===== src/rtl/rggen_register_access_sequencer.sv =====
// Single-outstanding host-to-register-bank sequencer: broadcasts one latched access to all
// slots, merges the per-slot hit/ready/error/data and returns a registered response.
module rggen_register_access_sequencer #(
  parameter int unsigned ADDRESS_WIDTH  = 8,
  parameter int unsigned BUS_WIDTH      = 32,
  parameter int unsigned REGISTERS      = 4,
  parameter int unsigned TIMEOUT_CYCLES = 16
) (
  input  logic                           i_clk,
  input  logic                           i_rst_n,
  input  logic                           i_req_valid,
  output logic                           o_req_ready,
  input  logic [ADDRESS_WIDTH-1:0]       i_req_address,
  input  logic                           i_req_write,
  input  logic [BUS_WIDTH-1:0]           i_req_write_data,
  input  logic [BUS_WIDTH/8-1:0]         i_req_strobe,
  output logic                           o_resp_valid,
  input  logic                           i_resp_ready,
  output logic                           o_resp_error,
  output logic [BUS_WIDTH-1:0]           o_resp_read_data,
  output logic                           o_reg_valid,
  output logic                           o_reg_write,
  output logic [ADDRESS_WIDTH-1:0]       o_reg_address,
  output logic [BUS_WIDTH-1:0]           o_reg_mask,
  output logic [BUS_WIDTH-1:0]           o_reg_write_data,
  input  logic [REGISTERS-1:0]           i_reg_active,
  input  logic [REGISTERS-1:0]           i_reg_ready,
  input  logic [REGISTERS-1:0]           i_reg_error,
  input  logic [REGISTERS*BUS_WIDTH-1:0] i_reg_read_data
);

  localparam int unsigned STRB_W = BUS_WIDTH / 8;
  localparam int unsigned CNT_W  = (TIMEOUT_CYCLES > 1) ? $clog2(TIMEOUT_CYCLES) : 1;

  typedef enum logic [1:0] {
    IDLE     = 2'd0,
    ACCESS   = 2'd1,
    RESPONSE = 2'd2
  } state_e;

  state_e                     state_q, state_d;
  logic [CNT_W-1:0]           cnt_q, cnt_d;
  logic                       write_q, write_d;
  logic [ADDRESS_WIDTH-1:0]   address_q, address_d;
  logic [BUS_WIDTH-1:0]       mask_q, mask_d;
  logic [BUS_WIDTH-1:0]       write_data_q, write_data_d;
  logic                       resp_error_q, resp_error_d;
  logic [BUS_WIDTH-1:0]       resp_data_q, resp_data_d;

  logic                       single_hit;
  logic                       sel_ready;
  logic                       sel_error;
  logic [BUS_WIDTH-1:0]       sel_data;
  logic [BUS_WIDTH-1:0]       strobe_mask;
  logic                       timeout_hit;

  // Merge slot responses; only the single active slot contributes.
  always_comb begin
    single_hit = (i_reg_active != '0) &&
                 ((i_reg_active & (i_reg_active - REGISTERS'(1))) == '0);
    sel_ready  = |(i_reg_active & i_reg_ready);
    sel_error  = |(i_reg_active & i_reg_error);
    sel_data   = '0;
    for (int unsigned k = 0; k < REGISTERS; k++) begin
      if (i_reg_active[k]) begin
        sel_data = sel_data | i_reg_read_data[k*BUS_WIDTH +: BUS_WIDTH];
      end
    end
  end

  always_comb begin
    strobe_mask = '0;
    for (int unsigned i = 0; i < STRB_W; i++) begin
      strobe_mask[8*i +: 8] = {8{i_req_strobe[i]}};
    end
  end

  assign timeout_hit = (TIMEOUT_CYCLES != 0) && (cnt_q == CNT_W'(TIMEOUT_CYCLES - 1));

  always_comb begin
    state_d      = state_q;
    cnt_d        = cnt_q;
    write_d      = write_q;
    address_d    = address_q;
    mask_d       = mask_q;
    write_data_d = write_data_q;
    resp_error_d = resp_error_q;
    resp_data_d  = resp_data_q;
    case (state_q)
      IDLE: begin
        if (i_req_valid) begin
          write_d      = i_req_write;
          address_d    = i_req_address;
          write_data_d = i_req_write_data;
          // Reads get a full mask so read-side-effect fields always fire.
          mask_d       = i_req_write ? strobe_mask : '1;
          state_d      = ACCESS;
        end
      end
      ACCESS: begin
        if (!single_hit) begin
          resp_error_d = 1'b1;
          resp_data_d  = '0;
          cnt_d        = '0;
          state_d      = RESPONSE;
        end else if (sel_ready) begin
          resp_error_d = sel_error;
          resp_data_d  = (write_q || sel_error) ? '0 : sel_data;
          cnt_d        = '0;
          state_d      = RESPONSE;
        end else if (timeout_hit) begin
          resp_error_d = 1'b1;
          resp_data_d  = '0;
          cnt_d        = '0;
          state_d      = RESPONSE;
        end else begin
          cnt_d = cnt_q + CNT_W'(1);
        end
      end
      RESPONSE: begin
        if (i_resp_ready) begin
          resp_error_d = 1'b0;
          resp_data_d  = '0;
          state_d      = IDLE;
        end
      end
      default: state_d = IDLE;
    endcase
  end

  always_ff @(posedge i_clk or negedge i_rst_n) begin
    if (!i_rst_n) begin
      state_q      <= IDLE;
      cnt_q        <= '0;
      write_q      <= 1'b0;
      address_q    <= '0;
      mask_q       <= '0;
      write_data_q <= '0;
      resp_error_q <= 1'b0;
      resp_data_q  <= '0;
    end else begin
      state_q      <= state_d;
      cnt_q        <= cnt_d;
      write_q      <= write_d;
      address_q    <= address_d;
      mask_q       <= mask_d;
      write_data_q <= write_data_d;
      resp_error_q <= resp_error_d;
      resp_data_q  <= resp_data_d;
    end
  end

  // o_reg_valid is the one output allowed to follow i_reg_active combinationally.
  assign o_req_ready      = (state_q == IDLE);
  assign o_resp_valid     = (state_q == RESPONSE);
  assign o_reg_valid      = (state_q == ACCESS) && single_hit;
  assign o_reg_write      = write_q;
  assign o_reg_address    = address_q;
  assign o_reg_mask       = mask_q;
  assign o_reg_write_data = write_data_q;
  assign o_resp_error     = resp_error_q;
  assign o_resp_read_data = resp_data_q;

endmodule

===== config.mk =====
export PLATFORM = sky130hd
export DESIGN_NAME = rggen_register_access_sequencer
export DESIGN_NICKNAME = d
export VERILOG_FILES = /design/src/rtl/rggen_register_access_sequencer.sv
export SDC_FILE = /design/constraint.sdc
export NUM_CORES = 1
export LEC_CHECK = 0
export CAP_MARGIN = 5
export CELL_PAD_IN_SITES_DETAIL_PLACEMENT = 1
export CELL_PAD_IN_SITES_GLOBAL_PLACEMENT = 2
export CORE_MARGIN = 2
export CORE_UTILIZATION = 19
export DETAILED_ROUTE_END_ITERATION = 7
export PLACE_DENSITY = 0.83
export SLEW_MARGIN = 15
export SYNTH_ARGS = -nofsm -noshare
export SYNTH_HDL_FRONTEND = slang
export SYNTH_SLANG_ARGS = --single-unit

===== constraint.sdc =====
create_clock -name i_clk -period 1.9 [get_ports i_clk]
set_input_delay 0.38 -clock i_clk [delete_from_list [all_inputs] [get_ports i_clk]]
set_output_delay 0.38 -clock i_clk [all_outputs]
set_load 0.02 [all_outputs]

==> run metrics, run 1 <==
Final Max Tran Viols=0; register area share after synthesis=44.7%; ys async rst share=100%; Root Driver=clkbuf_16; hpwl dp=14500 µm; GRT Total Usage=14.0%; number of global-route vias before repair=roughly 5000; largest cells by area after synthesis=dfrtp_1, a22oi_1, mux2_2; footprint of the multi-input gates=slightly above 2000 µm²; switch share=roughly two fifths; Netlist Area Pre-Place=4700 µm²; vias per cell=4.34; MaxCap Viol Count=0; Die Ht=161 µm; placed cell area=8020 µm²; Yosys cell types=32; status=finished with violations; failing checks=negative setup slack; DIE WIDTH=161 µm; number of H-tree levels=3; Slew HR=73.0%; min Tclk post-route=1910 ps; die area=26000 µm²; Storage cell area=2100 µm²; Worst Setup EP=o_reg_valid; final setup vio count=1; initial antenna violation count=0; post-place setup slack=-522 ps; Clk Latency, worst-skew pair=340 ps; r2r worst-path depth=7; CTS tree=yes; Core Region=about 24000 µm²; Post-Route WL=approximately 18000 µm; Hold Path Class=in -> async; number of cell rows=57; top-area cell type share of the netlist area=approximately 45%; FF-to-FF setup slack=110 ps; worst-path cell chain=buf_2 -> or4b_4 -> o311ai_4 -> and2_4 -> buf_6; first-pass GRT wire length=28200 µm; most common cell in the netlist=dfrtp_1; Synth-to-Final Area Change=77.8%; FMAX=524 MHz; Post-route DRC=0; CP max stage cell=or4b_4; Net Count, Synth=641; Int Pwr=6.40 mW; total power=10.4 mW; worst setup path startpoint=i_reg_active[2]; Final nets=915; Post-Syn Area per Cell=10.5 µm²; fillers=2677; design area=8360 µm²; Crit. End Element=output pin; GRT Residual Overflow=0; Pleak=3.55 nW; Worst R2R End=o_resp_read_data[23]; Net Switching=4.03 mW; CTS buffer count=9; CP required=1520 ps; critical path fanouts, max=4; final critical-path share of the clock period=101%; Yosys top cell by area=dfrtp_1; Post-synth EDFFs=0; drt pass-1 iters=4; postcts setup bufs=0; Worst Setup Slack, final=-9.85 ps; WS Path Type=in -> out; crit path DAT=1530 ps; routability congestion estimate=approximately 0.74; share of cells above drive strength 1=14.5%; pin count of the biggest net entering global routing=39; vias=4553; PD cells=1250 nW/µm²; worst-margin pin slew=roughly 410 ps; Clock Pin Slew Worst Setup and Hold Paths=60 ps; Starting Density=roughly a fifth; VDD IR max=about 0.00055 V; Logic pwr share=56.8%; Setup Skew=7.28 ps; synthesis-stage register bit count=84; dpl cells=about 1000; Mapped Cells=447; RSZ-0062 raised after global routing=yes; mean routed wirelength per cell=17.4 µm; io pins=298; Seq pwr share=26.5%; Worst path max stage delay=530 ps; # clock sinks=84; fin cells=1050; input/output buffers=297; DR iter-0 viols=133; fin util=34.4%; crit path launch type=input pin; top_reg_cell synth=dfrtp_1; # diodes=0; clk buf depth=2; R2R Path Start=state_q[0]; synth cell count leaders=dfrtp_1, a22oi_1, mux2_2; part of the power in the clock network=16.8%; Yosys warning total=0; Final Hold Vio Count=0; ANT nets after route=0
==> per-stage QoR <==
step | hold slack [ps] | setup TNS [ps]
after floorplan | 84.4 | 0
after global placement | 344 | -16860
after detailed placement | 343 | -19050
after CTS | 508 | -232
after global routing | 521 | -57.0
final | 505 | -9.85
==> area by class of cell <==
type                       count  area share [%]
timing repair buffer         330            40.2
sequential                    84            25.1
multi-input combinational    257            24.6
tap                          324            4.85
clock buffer                  11            2.78
inverter                      39            1.75
clock inverter                 5           0.629
==> sequential cells by signal, summed over array words and instances (netlist names) <==
name,count
o_reg_mask,4
o_reg_write_data,32
o_resp_error,1
o_reg_write,1
state_q,2
o_resp_read_data,32
cnt_q,4
o_reg_address,8
==> kinds of logic after synthesis <==
logic type      after synthesis  synth area share [%]
simple gates                 59                  7.51
xor+xnor                      1                 0.186
fa+ha+maj                     5                  1.33
buf+inv                     106                  11.8
mux                          76                  17.4
compound gates              116                  17.1
flops                        84                  44.7
==> worst min path at each step <==
stage	slack, ps	endpoint	cells past startpoint	start
after floorplan	80	cnt_q[0]	0	i_rst_n
after global placement	340	o_resp_read_data[16]	1	i_rst_n
after detailed placement	340	o_resp_read_data[16]	1	i_rst_n
after CTS	510	o_reg_address[3]	1	o_reg_address[3]
after global routing	520	o_reg_write_data[12]	1	o_reg_write_data[12]
final	500	o_resp_read_data[16]	2	i_rst_n
==> critical path: cells and delay by family <==
kind / cells / cell delay [ps]
AO/OA/AOI/OAI: 1 / 130
AND/OR/NAND/NOR: 2 / 760
buffers and inverters: 2 / 260
==> placed cells by master, fill, tap and decap left out, types with 9 or more instances in the layout <==
master             n
clkdlybuf4s50_1  264
dfrtp_1           84
a22oi_1           66
mux2_2            44
inv_1             39
a21oi_1           33
nand4_1           32
mux2i_1           32
buf_4             25
dlymetal6s2s_1    23
nand2_1            9
clkbuf_16          9
==> timing repair <==
item	CTS	global route
endpoints found under the hold margin	24	0
pin swaps	0	4
endpoints found under the setup margin	40	32
hold buffers	1	0
gates resized for setup	9	38
==> routing by layer <==
layer,track usage [%],up-vias,routed length (µm)
met4,5.15,0,395
met3,3.52,21,1140
li1,-,2144,-
met2,24.7,170,9160
met1,16.3,2218,7610
met5,0,-,0
==> power by group through the flow <==
stage          registers, mW  clock network [mW]  logic, mW
5_1_grt                 2.86                1.89       6.29
4_1_cts                 2.79                1.84       6.05
3_5_place_dp            2.82                   0       6.06
6_report                2.76                1.75       5.92
3_3_place_gp            2.77                   0       6.02
2_1_floorplan           3.48                   0       2.75
Power figures use the tool's default switching activity.
==> run 2: changes to the inputs <==
- CORE_UTILIZATION: 19 -> 21
- PLACE_DENSITY: 0.83 -> 0.86
- clock period: 1.9 -> 2 ns (I/O delays scaled with it)
==> run 2 against run 1 <==
Compared with the run above:
- the flow now finishes without violations
- wire length is 1.5% higher
- total power shrank 4.0%
- die area fell by 9.3%
- first-iteration DRC count grew 49%
- worst setup slack improved by 47 ps
- clock skew shrank 3.0 ps
- via count grew 0.59%
- clock power about the same
- clock-buffer cell count up 1
- core utilization grew 3.2 points
==> run metrics, run 2 (synthesis gave the netlist of run 1 again) <==
post-place setup slack=-521 ps (was -522 ps); first-pass GRT wire length=28800 µm (was 28200 µm); number of H-tree levels=3 (unchanged); VDD IR max=0.000452 V (was 0.000548 V); fin util=37.6% (was 34.4%); Net Switching=3.85 mW (was 4.03 mW); MaxCap Viol Count=0 (unchanged); Pleak=3.31 nW (was 3.55 nW); critical path fanouts, max=4 (unchanged); commonest non-fill, non-tap cell in the layout=clkdlybuf4s50_1 (unchanged); final setup vio count=0 (was 1); pin count of the biggest net entering global routing=49 (was 39); Worst path max stage delay=510 ps (was 530 ps); Synth-to-Final Area Change=75.1% (was 77.8%); Final Max Tran Viols=0 (unchanged); switch share=38.5% (was 38.6%); Final nets=913 (was 915); CP required=1600 ps (was 1520 ps); Hold Path Class=in -> async (unchanged); mean routed wirelength per cell=18.5 µm (was 17.4 µm); vias per cell=4.56 (was 4.34); CTS buffer count=9 (unchanged); hpwl dp=14700 µm (was 14500 µm); input/output buffers=297 (unchanged); # diodes=0 (unchanged); number of cell rows=54 (was 57); CTS tree=yes (unchanged); Final Hold Vio Count=0 (unchanged); drt pass-1 iters=4 (unchanged); Clock Pin Slew Worst Setup and Hold Paths=60 ps (about the same); Slew HR=77.6% (was 73.0%); design area=8230 µm² (was 8360 µm²); Post-route DRC=0 (unchanged); Clk Latency, worst-skew pair=340 ps (about the same); Worst Setup Slack, final=37.2 ps (was -9.85 ps); Int Pwr=6.15 mW (was 6.40 mW); Crit. End Element=output pin (unchanged); Seq pwr share=26.4% (was 26.5%); RSZ-0062 raised after global routing=no (was yes); CP max stage cell=or4b_4 (unchanged); worst-path cell chain=clkdlybuf4s15_1 -> or4b_4 -> o311ai_4 -> and2_4 -> buf_12 (was buf_2 -> or4b_4 -> o311ai_4 -> and2_4 -> buf_6); placed cell area=7930 µm² (was 8020 µm²); clk buf depth=2 (unchanged); Post-Route WL=18600 µm (was 18300 µm); vias=4580 (was 4553); Starting Density=21.5% (was 19.3%); routability congestion estimate=0.743 (was 0.745); total power=10.0 mW (was 10.4 mW); WS Path Type=in -> out (unchanged); worst-margin pin slew=336 ps (was 405 ps); most frequent cells in the layout=clkdlybuf4s50_1, dfrtp_1, a22oi_1 (unchanged); GRT Total Usage=15.7% (was 14.0%); min Tclk post-route=1960 ps; number of global-route vias before repair=4909 (was 5026); final critical-path share of the clock period=98.1%; FMAX=509 MHz; crit path DAT=1560 ps (was 1530 ps); postcts setup bufs=0 (unchanged); DR iter-0 viols=198 (was 133); status=finished, final reports clean (was finished with violations); fin cells=1004 (was 1050); initial antenna violation count=0 (unchanged); crit path launch type=input pin (unchanged); ANT nets after route=0 (unchanged); Logic pwr share=56.3% (was 56.8%); PD cells=1220 nW/µm² (was 1250 nW/µm²); share of cells above drive strength 1=14.1% (was 14.5%); Core Region=21900 µm² (was 24300 µm²); io pins=298 (unchanged); Root Driver=clkbuf_16 (unchanged); GRT Residual Overflow=0 (unchanged); dpl cells=987 (was 1033); Setup Skew=4.25 ps (was 7.28 ps); # clock sinks=84 (unchanged); die area=23600 µm² (was 26000 µm²); DIE WIDTH=154 µm (was 161 µm); part of the power in the clock network=17.3% (was 16.8%); Die Ht=154 µm (was 161 µm)
## run 2: path summary, 6_finish.rpt
check | start | to | slack (ps) | depth (start not counted)
worst max-delay path | i_reg_active[1] | o_reg_valid | 40 | 5
worst min-delay path | i_rst_n | o_resp_read_data[29] | 430 | 2
worst max register to register | state_q[0] | o_resp_read_data[2] | 220 | 7
worst min register to register | o_reg_write_data[9] | o_reg_write_data[9] | 500 | 1
max in group asynchronous | i_rst_n | o_reg_address[3] | 1080 | 3
min in group i_clk | o_reg_write_data[9] | o_reg_write_data[9] | 500 | 1
## run 2: what timing repair did
item / 4_1_cts / 5_1_grt
setup endpoints to repair: 38 / 1
pin swaps: 1 / 2
hold buffers: 1 / 0
hold endpoints to repair: 5 / 0
gates resized for setup: 7 / 7
## run 2: layout make-up
class                      instances  area (µm²)
fill                            2472       13700
sequential                        84        2100
clock inverter                     4        47.5
clock buffer                      12         256
timing repair buffer             328        3270
tap                              280         350
inverter                          39         146
multi-input combinational        257        2060
## run 2: metrics by stage
stage,hold slack (ps),TNS (ps)
2_1_floorplan,104,0
3_3_place_gp,232,-16370
3_5_place_dp,234,-17640
4_1_cts,422,-91.6
5_1_grt,429,0
6_report,431,0
## run 2: critical path, delay by kind of cell
family                 cells  cell delay [ps]
and+or+nand+nor            2              720
buffers and inverters      2              330
AOI/OAI and AO/OA          1              100
## run 2: per-layer routing
layer  share of wire, %  up-vias  wire length [µm]  track usage, %
li1                   -     2138                 -               -
met2                 50      169              9330            27.1
met1                 40     2244              7510            18.4
met5                  0        -                 0               0
met3                6.2       29              1150            3.97
met4                3.2        0               596            7.03
## run 2: power by group through the flow
stage | clock [mW] | sequential (mW) | combinational [mW]
after global placement | 0 | 2.64 | 5.67
after CTS | 1.80 | 2.66 | 5.72
final | 1.73 | 2.64 | 5.63
after detailed placement | 0 | 2.68 | 5.72
after floorplan | 0 | 3.31 | 2.61
after global routing | 1.87 | 2.75 | 5.98
==> run 3: changes to the inputs <==
- CELL_PAD_IN_SITES_DETAIL_PLACEMENT: 1 -> not set
- CELL_PAD_IN_SITES_GLOBAL_PLACEMENT: 2 -> not set
- CORE_UTILIZATION: 21 -> 37
- PLACE_DENSITY: 0.86 -> 0.85
==> run 3 against run 2 <==
Compared with the run above:
- combinational power is 2% lower
- maximum frequency increased by 0.23%
- final cell count is 12% lower
- non-clock buffer count is 10 lower
- sequential share of layout area up 0.78 points
- die area decreased by 42%
- critical endpoint unchanged
- worst setup slack improved by 4.5 ps
- hold slack lost 390 ps
- via count rose by 0.48%
- clock skew is 6.4 ps higher
==> run metrics, run 3 (synthesis gave the netlist of run 1 again) <==
min Tclk post-route=1960 ps (about the same); crit path DAT=1560 ps (about the same); mean routed wirelength per cell=17.9 µm (was 18.5 µm); Final Hold Vio Count=0 (unchanged); critical path fanouts, max=5 (was 4); r2r worst-path depth=7 (unchanged); VDD IR max=0.000785 V (was 0.000452 V); final setup vio count=0 (unchanged); routability congestion estimate=0.940 (was 0.743); DIE WIDTH=117 µm (was 154 µm); Seq pwr share=27.3% (was 26.4%); Slew HR=64.4% (was 77.6%); Hold Path Class=in -> async (unchanged); part of the power in the clock network=16.1% (was 17.3%); Post-Route WL=15900 µm (was 18600 µm); worst setup path startpoint=i_reg_active[0] (was i_reg_active[1]); GRT Total Usage=22.9% (was 15.7%); WL met3=1120 µm (was 1150 µm); drt pass-1 iters=5 (was 4); CTS buffer count=9 (unchanged); Final nets=903 (was 913); footprint of the multi-input gates=2050 µm² (was 2060 µm²); hpwl dp=12300 µm (was 14700 µm); worst path bufs/invs=3 (was 2); Worst R2R End=o_resp_read_data[21] (was o_resp_read_data[2]); worst-margin pin slew=534 ps (was 336 ps); fin cells=887 (was 1004); DR iter-0 viols=242 (was 198); Synth-to-Final Area Change=69.9% (was 75.1%); share of cells above drive strength 1=13.2% (was 14.1%); MaxCap Viol Count=0 (unchanged); Crit. End Element=output pin (unchanged); R2R Path Start=state_q[0] (unchanged); commonest non-fill, non-tap cell in the layout=clkdlybuf4s50_1 (unchanged); Starting Density=37.6% (was 21.5%); worst-path cell chain=buf_2 -> buf_4 -> xnor2_1 -> o311ai_4 -> and2_4 -> buf_6 (was clkdlybuf4s15_1 -> or4b_4 -> o311ai_4 -> and2_4 -> buf_12); vias per cell=5.19 (was 4.56); Pleak=3.25 nW (was 3.31 nW); status=finished, final reports clean (unchanged); Root Driver=clkbuf_16 (unchanged); FF-to-FF setup slack=200 ps (was 220 ps); dpl cells=870 (was 987); vias=4602 (was 4580); Storage cell area=2100 µm² (unchanged); hold buffers post-CTS=0 (was 1); Logic pwr share=56.7% (was 56.3%); number of H-tree levels=3 (unchanged); Setup Skew=10.6 ps (was 4.25 ps); Die Ht=117 µm (was 154 µm); met2 wire len=8280 µm (was 9330 µm); initial antenna violation count=1 (was 0); postcts setup bufs=0 (unchanged); number of global-route vias before repair=4779 (was 4909); Core Region=12500 µm² (was 21900 µm²); clk buf depth=2 (unchanged); die area=13600 µm² (was 23600 µm²); input/output buffers=297 (unchanged); final critical-path share of the clock period=97.9% (was 98.1%); pin count of the biggest net entering global routing=50 (was 49); switch share=38.7% (was 38.5%); Final Max Tran Viols=0 (unchanged); Worst path max stage delay=370 ps (was 510 ps); CTS tree=yes (unchanged); most frequent cells in the layout=clkdlybuf4s50_1, dfrtp_1, a22oi_1 (unchanged); FMAX=511 MHz (was 509 MHz); WS Path Type=in -> out (unchanged); io pins=298 (unchanged); CP max stage cell=o311ai_4 (was or4b_4); GRT Residual Overflow=0 (unchanged); Post-route DRC=0 (unchanged); Net Switching=3.77 mW (was 3.85 mW); top sig layer=met4 (unchanged); Clk Latency, worst-skew pair=340 ps (about the same); M1 WL=5840 µm (was 7510 µm); # clock sinks=84 (unchanged); Int Pwr=5.97 mW (was 6.15 mW); Clock Pin Slew Worst Setup and Hold Paths=60 ps (about the same); RSZ-0062 raised after global routing=no (unchanged); CP top delay family=buffers and inverters (was simple AND/OR/NAND/NOR gates); fillers=1001 (was 2472); PD cells=1220 nW/µm² (about the same); ANT nets after route=0 (unchanged); first-pass GRT wire length=23800 µm (was 28800 µm); CP required=1600 ps (about the same); number of cell rows=41 (was 54); crit path launch type=input pin (unchanged); total power=9.74 mW (was 10.0 mW)
[run 3: power by group through the flow]
| stage | sequential (mW) | clock [mW] | combinational [mW] |
|---|---|---|---|
| after floorplan | 3.31 | 0 | 2.61 |
| after global placement | 2.62 | 0 | 5.43 |
| after detailed placement | 2.69 | 0 | 5.53 |
| after CTS | 2.66 | 1.62 | 5.55 |
| after global routing | 2.74 | 1.68 | 5.86 |
| final | 2.66 | 1.56 | 5.52 |
[run 3: worst max-delay path by stage]
stage	end	cells past startpoint
floorplan	o_reg_address[5]	6
global placement	o_reg_valid	5
detailed placement	o_reg_valid	5
CTS	o_resp_read_data[21]	7
global route	o_reg_valid	6
finish	o_reg_valid	6
[run 3: area by class of cell]
cell class / instances / area share, %
antenna: 1 / 0.0313
clock buffer: 11 / 3.04
clock inverter: 5 / 0.454
inverter: 39 / 1.83
multi-input combinational: 257 / 25.7
sequential: 84 / 26.3
tap: 172 / 2.69
timing repair buffer: 318 / 39.9
[run 3: worst reg2reg max path: cells and delay by family (launching register included)]
kind                       cells  cell delay, ps
DFF                            1             400
buffers and inverters          2             300
and+or+nand+nor                2             270
adders and majority gates      1             260
muxes                          1             240
AOI/OAI and AO/OA              1             230
[run 3: repair_timing]
| item | CTS | global route |
|---|---|---|
| endpoints found under the setup margin | 41 | 36 |
| pin swaps | 2 | 4 |
| gates resized for setup | 14 | 11 |
| gates cloned | 0 | 0 |
[run 3: per-stage QoR]
stage	cell area, µm²	util, %	hold slack (ps)	setup TNS (ps)	setup WS, ps
floorplan	4700	-	104	0	43.6
global placement	7710	61.6	404	-21940	-804
detailed placement	7710	61.6	418	-25100	-844
CTS	7990	63.9	50.0	-2000	-105
global route	7990	63.8	61.8	0	13.8
finish	7990	63.8	36.2	0	41.7
[run 3: routing by layer]
metal / vias up / global-route usage, %
met5: - / 0
met4: 0 / 12.2
met3: 41 / 6.07
met2: 234 / 40.7
met1: 2202 / 24.8
li1: 2125 / -
